File: src/rtl/word_order_packer.sv
// word_order_packer: packs an 8-bit byte stream into 32-bit words.
// Supports flush of partial words, lane padding and nibble swap.
module word_order_packer #(
    parameter logic [7:0] PAD_BYTE   = 8'h00,
    parameter bit         BIG_ENDIAN = 1'b1
) (
    input  logic        clk,
    input  logic        rst_n,
    input  logic        swap_en,
    input  logic        byte_valid,
    input  logic [7:0]  byte_data,
    output logic        byte_ready,
    input  logic        flush,
    output logic        word_valid,
    output logic [31:0] word_data,
    output logic [2:0]  word_bytes,
    input  logic        word_ready,
    output logic        busy
);

    typedef enum logic [1:0] {
        IDLE = 2'd0,
        FILL = 2'd1,
        OUT  = 2'd2
    } state_t;

    state_t      state;
    state_t      state_n;
    logic [2:0]  count;
    logic [2:0]  count_n;
    logic [31:0] data_q;
    logic [31:0] data_n;
    logic [2:0]  bytes_q;
    logic [2:0]  bytes_n;
    logic        swap_q;
    logic        swap_n;
    logic        valid_q;

    logic        acc;
    logic        sel_swap;
    logic [7:0]  in_byte;

    function automatic logic [7:0] nib_swap(
        input logic [7:0] b
    );
        return {b[3:0], b[7:4]};
    endfunction

    // Lane for arrival index k depends on the configured byte order.
    function automatic logic [31:0] put_lane(
        input logic [31:0] w,
        input logic [1:0]  k,
        input logic [7:0]  b
    );
        logic [31:0] r;
        logic [1:0]  lane;
        r    = w;
        lane = BIG_ENDIAN ? (2'd3 - k) : k;
        unique case (lane)
            2'd0:    r[7:0]   = b;
            2'd1:    r[15:8]  = b;
            2'd2:    r[23:16] = b;
            default: r[31:24] = b;
        endcase
        return r;
    endfunction

    // The first byte of a word uses the live swap_en; later bytes
    // reuse the value captured with that first byte.
    always_comb begin
        acc      = byte_valid & (state != OUT);
        sel_swap = (state == IDLE) ? swap_en : swap_q;
        in_byte  = sel_swap ? nib_swap(byte_data) : byte_data;
    end

    // Next-state and datapath update for the three-state packer.
    always_comb begin
        state_n = state;
        count_n = count;
        data_n  = data_q;
        bytes_n = bytes_q;
        swap_n  = swap_q;
        unique case (state)
            IDLE: begin
                if (acc) begin
                    swap_n  = swap_en;
                    data_n  = put_lane({4{PAD_BYTE}},
                                       2'd0, in_byte);
                    count_n = 3'd1;
                    state_n = FILL;
                end
            end
            FILL: begin
                if (acc) begin
                    data_n = put_lane(data_q, count[1:0],
                                      in_byte);
                    if (count == 3'd3 || flush) begin
                        state_n = OUT;
                        bytes_n = count + 3'd1;
                        count_n = 3'd0;
                    end else begin
                        count_n = count + 3'd1;
                    end
                end else if (flush) begin
                    state_n = OUT;
                    bytes_n = count;
                    count_n = 3'd0;
                end
            end
            OUT: begin
                if (word_ready) begin
                    state_n = IDLE;
                    count_n = 3'd0;
                    bytes_n = 3'd0;
                end
            end
            default: begin
                state_n = IDLE;
                count_n = 3'd0;
            end
        endcase
    end

    // State and datapath registers with synchronous reset.
    always_ff @(posedge clk) begin
        if (!rst_n) begin
            state   <= IDLE;
            count   <= 3'd0;
            data_q  <= 32'h0;
            bytes_q <= 3'd0;
            swap_q  <= 1'b0;
            valid_q <= 1'b0;
        end else begin
            state   <= state_n;
            count   <= count_n;
            data_q  <= data_n;
            bytes_q <= bytes_n;
            swap_q  <= swap_n;
            valid_q <= (state_n == OUT);
        end
    end

    // Outputs come straight from registers only.
    always_comb begin
        word_valid = valid_q;
        byte_ready = ~valid_q;
        word_data  = data_q;
        word_bytes = bytes_q;
        busy       = (state != IDLE);
    end

endmodule
File: config.mk
export PLATFORM = sky130hd
export DESIGN_NAME = word_order_packer
export DESIGN_NICKNAME = d
export VERILOG_FILES = /design/src/rtl/word_order_packer.sv
export SDC_FILE = /design/constraint.sdc
export NUM_CORES = 1
export LEC_CHECK = 0
export ABC_AREA = 0
export CORE_AREA = 2 2 76 78
export DETAILED_ROUTE_END_ITERATION = 8
export DIE_AREA = 0 0 78 80
export MAX_ROUTING_LAYER = met4
export PLACE_DENSITY = 0.65
export REMOVE_ABC_BUFFERS = 1
export SETUP_SLACK_MARGIN = 0.05
export SLEW_MARGIN = 20
export SYNTH_ARGS = -nofsm -noshare
export SYNTH_HDL_FRONTEND = slang
export SYNTH_SLANG_ARGS = --single-unit
File: constraint.sdc
create_clock -name clk -period 1.77 [get_ports clk]
set_input_delay 0.2655 -clock clk [delete_from_list [all_inputs] [get_ports clk]]
set_output_delay 0.2655 -clock clk [all_outputs]
set_load 0.03 [all_outputs]
==> impl_metrics.env <==
export IMPL_path_cells="clkdlybuf4s50_1"
export IMPL_timing_final_crit_share=0.914
export IMPL_reg2reg_depth=4
export IMPL_num_rows=27
export IMPL_hold_viol=0
export IMPL_grt_pass1_vias=1914
export IMPL_hp_class="reg -> reg"
export IMPL_grt_max_degree=41
export IMPL_tightest_slew_ns=0.456
export IMPL_max_slew_margin=0.695
export IMPL_drive_gt1_frac=0.141
export IMPL_cts_tree="built"
export IMPL_htree_num_levels=2
export IMPL_viasPerCell=5.54
export IMPL_grtUsageTotal=0.185
export IMPL_status="completed"
export IMPL_drc=0
export IMPL_cp_num_cells=1
export IMPL_wl_per_cell_um=14.8
export IMPL_crit_path_end_kind="output pin"
export IMPL_path_clk_slew_ns=0.08
export IMPL_timing_setup_tns_ns=0
export IMPL_fin_area_mm2=0.00288
export IMPL_die_x_um=78
export IMPL_hpwl_um=3770
export IMPL_rr_endpoint="count[1]"
export IMPL_ys_seq_area_frac=0.402
export IMPL_max_stage_delay_ns=0.68
export IMPL_clockBufferDepth=2
export IMPL_io_pins=52
export IMPL_synthToLayoutAreaGrowth_pct=37.8
export IMPL_synth_area_mm2=0.00209
export IMPL_die_area_mm2=0.00624
export IMPL_yosys_warnings=0
export IMPL_vdd_drop_max_mv=0.650
export IMPL_dr_pass1_iters=4
export IMPL_powerDensity_mw_per_mm2=867
export IMPL_fin_crit_ns=1.62
export IMPL_setup_violations=0
export IMPL_clock_sinks=42
export IMPL_die_h_um=80
export IMPL_syn_inst=243
export IMPL_drv_cap=0
export IMPL_crit_type="reg -> out"
export IMPL_cts_buffers=5
export IMPL_finish_utilization=0.533
export IMPL_num_vias=2004
export IMPL_crit_start="word_data[1]"
export IMPL_ctsHoldBuffers=0
export IMPL_drtIter0Drc=141
export IMPL_total_leakage_power_nw=0.970
export IMPL_mostFrequentLayoutCell="clkdlybuf4s50_1"
export IMPL_coreArea_mm2=0.00541
export IMPL_worst_setup_path_start_kind="register"
export IMPL_ys_types=36
export IMPL_fin_nets=308
export IMPL_slew_viol_final=0
export IMPL_r2r_start="state[1]"
export IMPL_wirelength_um=5360
export IMPL_crit_end="word_data[1]"
export IMPL_insertedDiodeCount=0
export IMPL_root_buffer="clkbuf_8"
export IMPL_post_cts_buffers=0
export IMPL_path_buf_inv=1
export IMPL_n_fill_cell=523
export IMPL_cp_slowest_cell="clkdlybuf4s50_1"
export IMPL_multiInputGateArea_mm2=0.00113
export IMPL_regArea_um2=846
export IMPL_placed_cell_area_mm2=0.00272
export IMPL_rrSetupSlack_ns=0.18
export IMPL_clock_skew_ns=0.00507
export IMPL_fmaxAchievable_mhz=618
export IMPL_port_buffers=51
export IMPL_ys_seq_elements=42
export IMPL_ant_nets=0
export IMPL_grt_pass1_wl_um=9130
export IMPL_critical_path_peak_fanout=2
export IMPL_antenna_found_initial=0
export IMPL_arrival_ns=1.35
export IMPL_clk_latency_ns=0.29
export IMPL_gp_congestion=0.859
export IMPL_syn_avg_cell_area_um2=8.61
export IMPL_start_util=0.387
export IMPL_rsz0062_at_grt="no"
export IMPL_final_cell_mix="clkdlybuf4s50_1, dfxtp_1, a21oi_1, nand4_1, o21ai_0"
export IMPL_cpLargestDelayFamily="buffers and inverters"
export IMPL_dp_cells=354
export IMPL_fin_cells=362
export IMPL_cp_required_ns=1.50
export IMPL_power_mw=2.50
export IMPL_gr_total_overflow=0
[what timing repair did]
| item | in CTS | in global routing |
|---|---|---|
| hold endpoints to repair | 0 | 0 |
| endpoints found under the setup margin | 5 | 6 |
| resized for setup | 2 | 8 |
| pin swaps | 0 | 1 |
[area by class of cell]
class                      instances  area share
multi-input combinational        168       0.391
timing repair buffer              65       0.227
inverter                           7     0.00911
clock buffer                       5      0.0239
sequential                        42       0.293
tap                               72      0.0313
clock inverter                     3      0.0239
[routing by layer]
layer	GRT usage	vias to the layer above	wire length (um)
met5	-	-	0
met4	0.0439	0	59
met3	0.0430	6	262
met2	0.297	55	2550
met1	0.237	930	2490
li1	-	1013	-
[logic make-up after synthesis]
logic type | count (synthesis) | share of synthesized area
mux | 10 | 0.0532
buf+inv | 33 | 0.0688
xor+xnor | 1 | 0.00419
fa+ha+maj | 5 | 0.0299
simple gates | 60 | 0.172
compound gates | 92 | 0.270
flops | 42 | 0.402
[flip-flops by register name, summed over array words and instances (netlist names)]
name        count
state           2
word_valid      1
swap_q          1
word_bytes      3
word_data      32
count           3
[synth_stat cells, drive strengths merged]
cell type | number | area, um^2
and2 | 1 | 8.76
o211ai | 5 | 37.5
a21o | 3 | 22.5
mux2 | 9 | 101
or2 | 1 | 6.26
or3 | 1 | 6.26
o32ai | 2 | 17.5
dfxtp | 42 | 841
buf | 13 | 67.6
clkbuf | 13 | 50.0
o2111ai | 1 | 8.76
nor3 | 9 | 45.0
o21ai | 25 | 125
and2b | 1 | 7.51
nand4 | 25 | 156
mux2i | 1 | 10.0
nand3 | 2 | 10.0
nor3b | 1 | 7.51
nor2b | 5 | 31.3
nand3b | 1 | 7.51
ha | 5 | 62.6
nand2b | 6 | 37.5
or3b | 2 | 17.5
nand2 | 2 | 7.51
a2111oi | 16 | 150
inv | 7 | 26.3
nor2 | 3 | 11.3
xor2 | 1 | 8.76
o21a | 1 | 7.51
a21oi | 39 | 195
[through the flow]
step           worst slack [ns]  hold slack (ns)
6_report                  0.153            0.478
5_1_grt                  0.0593            0.499
3_5_place_dp             -0.159            0.471
4_1_cts                   0.119            0.482
3_3_place_gp             -0.119            0.466
2_1_floorplan            -0.293            0.413
[how the worst min path moves through the flow]
stage	from	to	cells after the start
after floorplan	swap_en	swap_q	2
after global placement	word_data[2]	word_data[2]	2
after detailed placement	word_data[2]	word_data[2]	2
after CTS	word_data[2]	word_data[2]	2
after global routing	word_data[19]	word_data[19]	2
final	word_data[6]	word_data[6]	2
[power breakdown]
group | leakage [nW] | internal [mW] | switching (mW)
sequential | 0.343 | 0.994 | 0.0332
combinational | 0.558 | 0.236 | 0.324
clock | 0.0683 | 0.565 | 0.348
total | 0.970 | 1.79 | 0.706
Note: power is estimated with default switching activity, not from simulation.
